$ cat src/rtl/wb_port_arbiter.sv
// Register-file write-port arbiter: DM load returns have fixed priority, and losing EX writes wait in an in-order deferral FIFO.
// Optional forwarding lookup into the deferral FIFO is enabled by defining WB_BYPASS_EN.
module wb_port_arbiter #(
  parameter int DATA_W = 32,
  parameter int ADDR_W = 5,
  parameter int DEPTH  = 4
) (
  input  logic                     clk,
  input  logic                     rst,
  input  logic                     ex_we_i,
  input  logic [ADDR_W-1:0]        ex_addr_i,
  input  logic [DATA_W-1:0]        ex_data_i,
  input  logic                     dm_we_i,
  input  logic [ADDR_W-1:0]        dm_addr_i,
  input  logic [DATA_W-1:0]        dm_data_i,
  output logic                     rf_we_o,
  output logic [ADDR_W-1:0]        rf_addr_o,
  output logic [DATA_W-1:0]        rf_data_o,
  output logic                     stall_o,
  output logic [$clog2(DEPTH):0]   count_o,
  output logic                     ovf_o,
  input  logic [ADDR_W-1:0]        rs_addr_i,
  output logic                     rs_hit_o,
  output logic [DATA_W-1:0]        rs_data_o
);

  localparam int IDX_W = $clog2(DEPTH);
  localparam int PTR_W = IDX_W + 1;

  typedef struct packed {
    logic              valid;
    logic [ADDR_W-1:0] addr;
    logic [DATA_W-1:0] data;
  } entry_t;

  entry_t            fifo_q [DEPTH];
  logic [PTR_W-1:0]  wr_ptr_q, rd_ptr_q;
  logic [IDX_W-1:0]  wr_idx, rd_idx;
  logic [PTR_W-1:0]  occ, occ_next;
  logic              empty, full, pop, defer, push, drop;

  assign wr_idx = wr_ptr_q[IDX_W-1:0];
  assign rd_idx = rd_ptr_q[IDX_W-1:0];
  assign occ    = wr_ptr_q - rd_ptr_q;
  assign empty  = (wr_ptr_q == rd_ptr_q);
  // Same slot index but different wrap bit means every slot is occupied.
  assign full   = (wr_idx == rd_idx) && (wr_ptr_q[IDX_W] != rd_ptr_q[IDX_W]);

  // Order within a cycle is DM, then FIFO head, then new EX; EX must queue
  // behind anything older to keep program order.
  assign pop      = !dm_we_i && !empty;
  assign defer    = ex_we_i && (dm_we_i || !empty);
  assign push     = defer && (!full || pop);
  assign drop     = defer && full && !pop;
  assign occ_next = occ + PTR_W'(push) - PTR_W'(pop);

  // NOTE: sequential state uses non-blocking assignments so every register
  // samples the pre-edge values, independent of statement order.
  always_ff @(posedge clk) begin
    if (rst) begin
      rf_we_o   <= 1'b0;
      rf_addr_o <= '0;
      rf_data_o <= '0;
      stall_o   <= 1'b0;
      ovf_o     <= 1'b0;
      wr_ptr_q  <= '0;
      rd_ptr_q  <= '0;
      // NOTE: only the valid bits need reset; payload is never read while invalid.
      for (int i = 0; i < DEPTH; i++) fifo_q[i].valid <= 1'b0;
    end else begin
      if (dm_we_i) begin
        rf_we_o   <= 1'b1;
        rf_addr_o <= dm_addr_i;
        rf_data_o <= dm_data_i;
      end else if (!empty) begin
        rf_we_o <= fifo_q[rd_idx].valid;
        if (fifo_q[rd_idx].valid) begin
          rf_addr_o <= fifo_q[rd_idx].addr;
          rf_data_o <= fifo_q[rd_idx].data;
        end
      end else if (ex_we_i) begin
        rf_we_o   <= 1'b1;
        rf_addr_o <= ex_addr_i;
        rf_data_o <= ex_data_i;
      end else begin
        rf_we_o <= 1'b0;
      end

      // A DM write is newer than any buffered EX data for the same register.
      if (dm_we_i) begin
        for (int i = 0; i < DEPTH; i++) begin
          if (fifo_q[i].valid && (fifo_q[i].addr == dm_addr_i))
            fifo_q[i].valid <= 1'b0;
        end
      end

      if (pop) begin
        fifo_q[rd_idx].valid <= 1'b0;
        rd_ptr_q             <= rd_ptr_q + 1'b1;
      end

      // Placed after squash/pop so a fresh entry in a reused slot stays valid.
      if (push) begin
        fifo_q[wr_idx] <= '{valid: 1'b1, addr: ex_addr_i, data: ex_data_i};
        wr_ptr_q       <= wr_ptr_q + 1'b1;
      end

      if (drop) ovf_o <= 1'b1;
      stall_o <= (occ_next >= PTR_W'(DEPTH - 1));
    end
  end

  // NOTE: every always_comb output gets a default first so no latch is inferred.
  always_comb begin
    count_o = '0;
    for (int i = 0; i < DEPTH; i++) count_o = count_o + PTR_W'(fifo_q[i].valid);
  end

`ifdef WB_BYPASS_EN
  // Walk oldest to newest so the newest matching entry wins; a same-cycle DM
  // write is newer still.
  always_comb begin
    rs_hit_o  = 1'b0;
    rs_data_o = '0;
    for (int i = 0; i < DEPTH; i++) begin
      automatic logic [IDX_W-1:0] idx = rd_idx + IDX_W'(i);
      if (fifo_q[idx].valid && (fifo_q[idx].addr == rs_addr_i)) begin
        rs_hit_o  = 1'b1;
        rs_data_o = fifo_q[idx].data;
      end
    end
    if (dm_we_i && (dm_addr_i == rs_addr_i)) begin
      rs_hit_o  = 1'b1;
      rs_data_o = dm_data_i;
    end
  end
`else
  logic unused_rs_addr;
  assign unused_rs_addr = ^rs_addr_i;
  assign rs_hit_o       = 1'b0;
  assign rs_data_o      = '0;
`endif

endmodule

$ cat config.mk
export PLATFORM = sky130hd
export DESIGN_NAME = wb_port_arbiter
export DESIGN_NICKNAME = d
export VERILOG_FILES = /design/src/rtl/wb_port_arbiter.sv
export SDC_FILE = /design/constraint.sdc
export NUM_CORES = 1
export LEC_CHECK = 0
export ABC_AREA = 1
export BUFFER_PORTS_ARGS = -buffer_cell sky130_fd_sc_hd__buf_4
export CAP_MARGIN = 20
export CORE_ASPECT_RATIO = 1.1
export CORE_MARGIN = 2
export CORE_UTILIZATION = 50
export DETAILED_ROUTE_END_ITERATION = 10
export GPL_TIMING_DRIVEN = 0
export PLACE_DENSITY = 0.72
export SLEW_MARGIN = 20
export SYNTH_ARGS = -nofsm -noshare
export SYNTH_HDL_FRONTEND = slang
export SYNTH_SLANG_ARGS = --single-unit
export TNS_END_PERCENT = 1
$ cat constraint.sdc
create_clock -name clk -period 7.4 [get_ports clk]
set_input_delay 0.74 -clock clk [delete_from_list [all_inputs] [get_ports clk]]
set_output_delay 0.74 -clock clk [all_outputs]
set_load 0.02 [all_outputs]
==> impl_metrics.toml <==
[flow_run]
drv_cap = 0

[critical_path]
crit_path_end_kind = "primary output"
criticalPathCategory = "flop to primary output"
critPathLaunchType = "flop"
r2r_slack_ns = 4.69
crit_start = "fifo_q[3][37]"
arrival_ns = 2.14
worst_ep_required_time_ns = 6.66
timing.rr.start = "wr_ptr_q[1]"
rr_endpoint = "stall_o"
crit_fanout = 3
rr_worst_depth = 12

[cells_and_area]
seqCellArea_sq_um = 5490
final_nets = 1483
multi_input_area_sq_um = 3290
finalNonFillerCells = 1649
n_antenna_cell = 0
drive_gt1_share_pct = 17.0
area_growth_pct = 19.7
nFillCells = 1713

[synth]
async_reset_ff_share_pct = 0
synthTopCellsByCount = "345 x nand2_1, 214 x inv_1, 161 x nand3_1"
synthFlopType = "edfxtp_1"
ys_seq_elements = 200
yosys-top-cells-area = "edfxtp_1 44%, nand2_1 13%, dfxtp_1 10%"
ys_seq_area_share_pct = 54.6
syn-cell-area_sq_um = 10100
yosysMostFrequentCell = "nand2_1"
ys_warn_count = 0
yosys.area.top_type_share_pct = 44.2
syn-mean-instance-area_sq_um = 8.31
yosysTopAreaCell = "edfxtp_1"
postSynthCellCount = 1210
synth_enable_flop_cells = 148
synth.distinct_cells = 27

[sta]
slew_headroom_pct = 55.7
rsz0062_at_grt = "no"
period_minus_slack_ns = 2.88
drv_slew = 0
hold_viol = 0
setup_viol = 0
fin_tns_setup_ns = 0
fmax_mhz = 348
tightest_slew_ns = 0.664
fin_worst_skew_ns = 0.0106
fin_crit_sh_pct = 38.9

[clock_network]
clock_sinks = 200
htree_levels = 4
cts_buffers = 17
cts-root-buf = "clkbuf_16"
cts_setup_buffers = 0
clk_latency_ns = 0.44
cts.repair.resized = 0
cts_tree = "yes"
holdBufCountCts = 0
path_clk_slew_ns = 0.07
cts_max_path_buffers = 2

[route]
drtIter0Drc = 905
post-route-drc-count = 0
vias_per_cell = 5.11
num_vias = 8433
dr.pass1.iters = 6
ant_nets = 0
finalWirelength_um = 26200
wl_per_cell_um = 15.9

[worst_hold_path]
whs_path_depth = 2
holdPathEnd = "ovf_o"
hp-start = "ovf_o"
hold_class = "flop to flop"

[global_route]
grt_pass1_wl_um = 41200
antenna_found_initial = 0
grt_usage_pct = 24.8
grt_pass1_vias = 7926
overflow = 0
grt_max_degree = 30

[floorplan]
start_util_pct = 50.8
io_pins = 159
die_height_um = 153
core.rowCount = 54
die_w_um = 139
dieArea_sq_um = 21300
core-area_sq_um = 19800

[place]
port_buffers = 119
detailed_place_hpwl_um = 17500
place_congestion = 0.912
dp_cells = 1617

[status]
status = "completed"

[power]
leakagePower_nw = 5.84
power_density_nw_per_um2 = 278
ir_drop_uv = 193
-- logic make-up (layout without fill, tap and decap cells) --
family	Yosys count	in the layout	share of synthesized area [%]
XOR/XNOR	5	5	0.436
AND/OR/NAND/NOR	649	649	27.3
flip-flops	200	200	54.6
buffers and inverters	313	468	13.9
adder cells (fa/ha/maj)	16	16	2.22
AO/OA/AOI/OAI	26	26	1.47
other	1	33	0.0373
-- metal layers --
metal / vias to the layer above / global-route usage, % / wire (um)
li1: 4095 / - / -
met1: 3859 / 31.6 / 10400
met2: 447 / 43.8 / 13200
met3: 32 / 4.43 / 2290
met4: 0 / 6.69 / 377
met5: - / 0 / 0
-- layout make-up --
class                      count  share of cell area (%)
multi-input combinational    729                    27.3
inverter                     218                    6.80
timing repair buffer         123                    8.15
clock buffer                  23                    3.89
clock inverter                 9                   0.780
buffer                        95                    4.85
sequential                   200                    45.6
tap                          252                    2.62
-- through the flow --
step	setup slack [ns]	utilization [%]	hold slack [ns]	power, W	area [sq um]
after floorplan	4.68	-	0.470	0.00208	10200
after global placement	3.96	57.5	0.443	0.00244	11400
after detailed placement	4.43	57.9	0.450	0.00246	11500
after CTS	4.53	60.8	0.470	0.00335	12000
after global routing	4.46	60.8	0.502	0.00352	12000
final	4.52	60.8	0.464	0.00334	12000
-- cells in the final DEF (no fill, tap or decap), types with 16 or more instances in the layout --
cell         n
buf_2       28
buf_4      164
clkbuf_1    16
clkbuf_16   17
conb_1      33
dfxtp_1     52
edfxtp_1   148
inv_1      210
nand2_1    345
nand3_1    161
nand4_1     39
nor2_1      99
-- where the power goes --
group          internal, W  switching, W
clock network     0.000486      0.000410
registers          0.00131     0.0000505
logic             0.000388      0.000699
-- flip-flops by register name (all words and copies together) (netlist names), named ones only --
register   flops
fifo_q       152
rf_data_o     32
rf_addr_o      5
rd_ptr_q       3
wr_ptr_q       3
ovf_o          1
rf_we_o        1
stall_o        1
-- critical path: stages, from the launching register on --
cell     delay [ns]
dfxtp_1        0.39
inv_1          0.09
fa_1           0.55
inv_1          0.05
ha_1           0.19
ha_1           0.26
buf_4          0.16
-- worst max-delay path by stage --
stage | endpoint | slack, ns | cells after the start
floorplan | stall_o | 4.68 | 10
global placement | fifo_q[3][20] | 3.96 | 8
detailed placement | stall_o | 4.43 | 10
CTS | count_o[1] | 4.53 | 6
global route | count_o[1] | 4.46 | 6
finish | count_o[1] | 4.52 | 6
No activity file was read; power rests on OpenSTA's default activity.
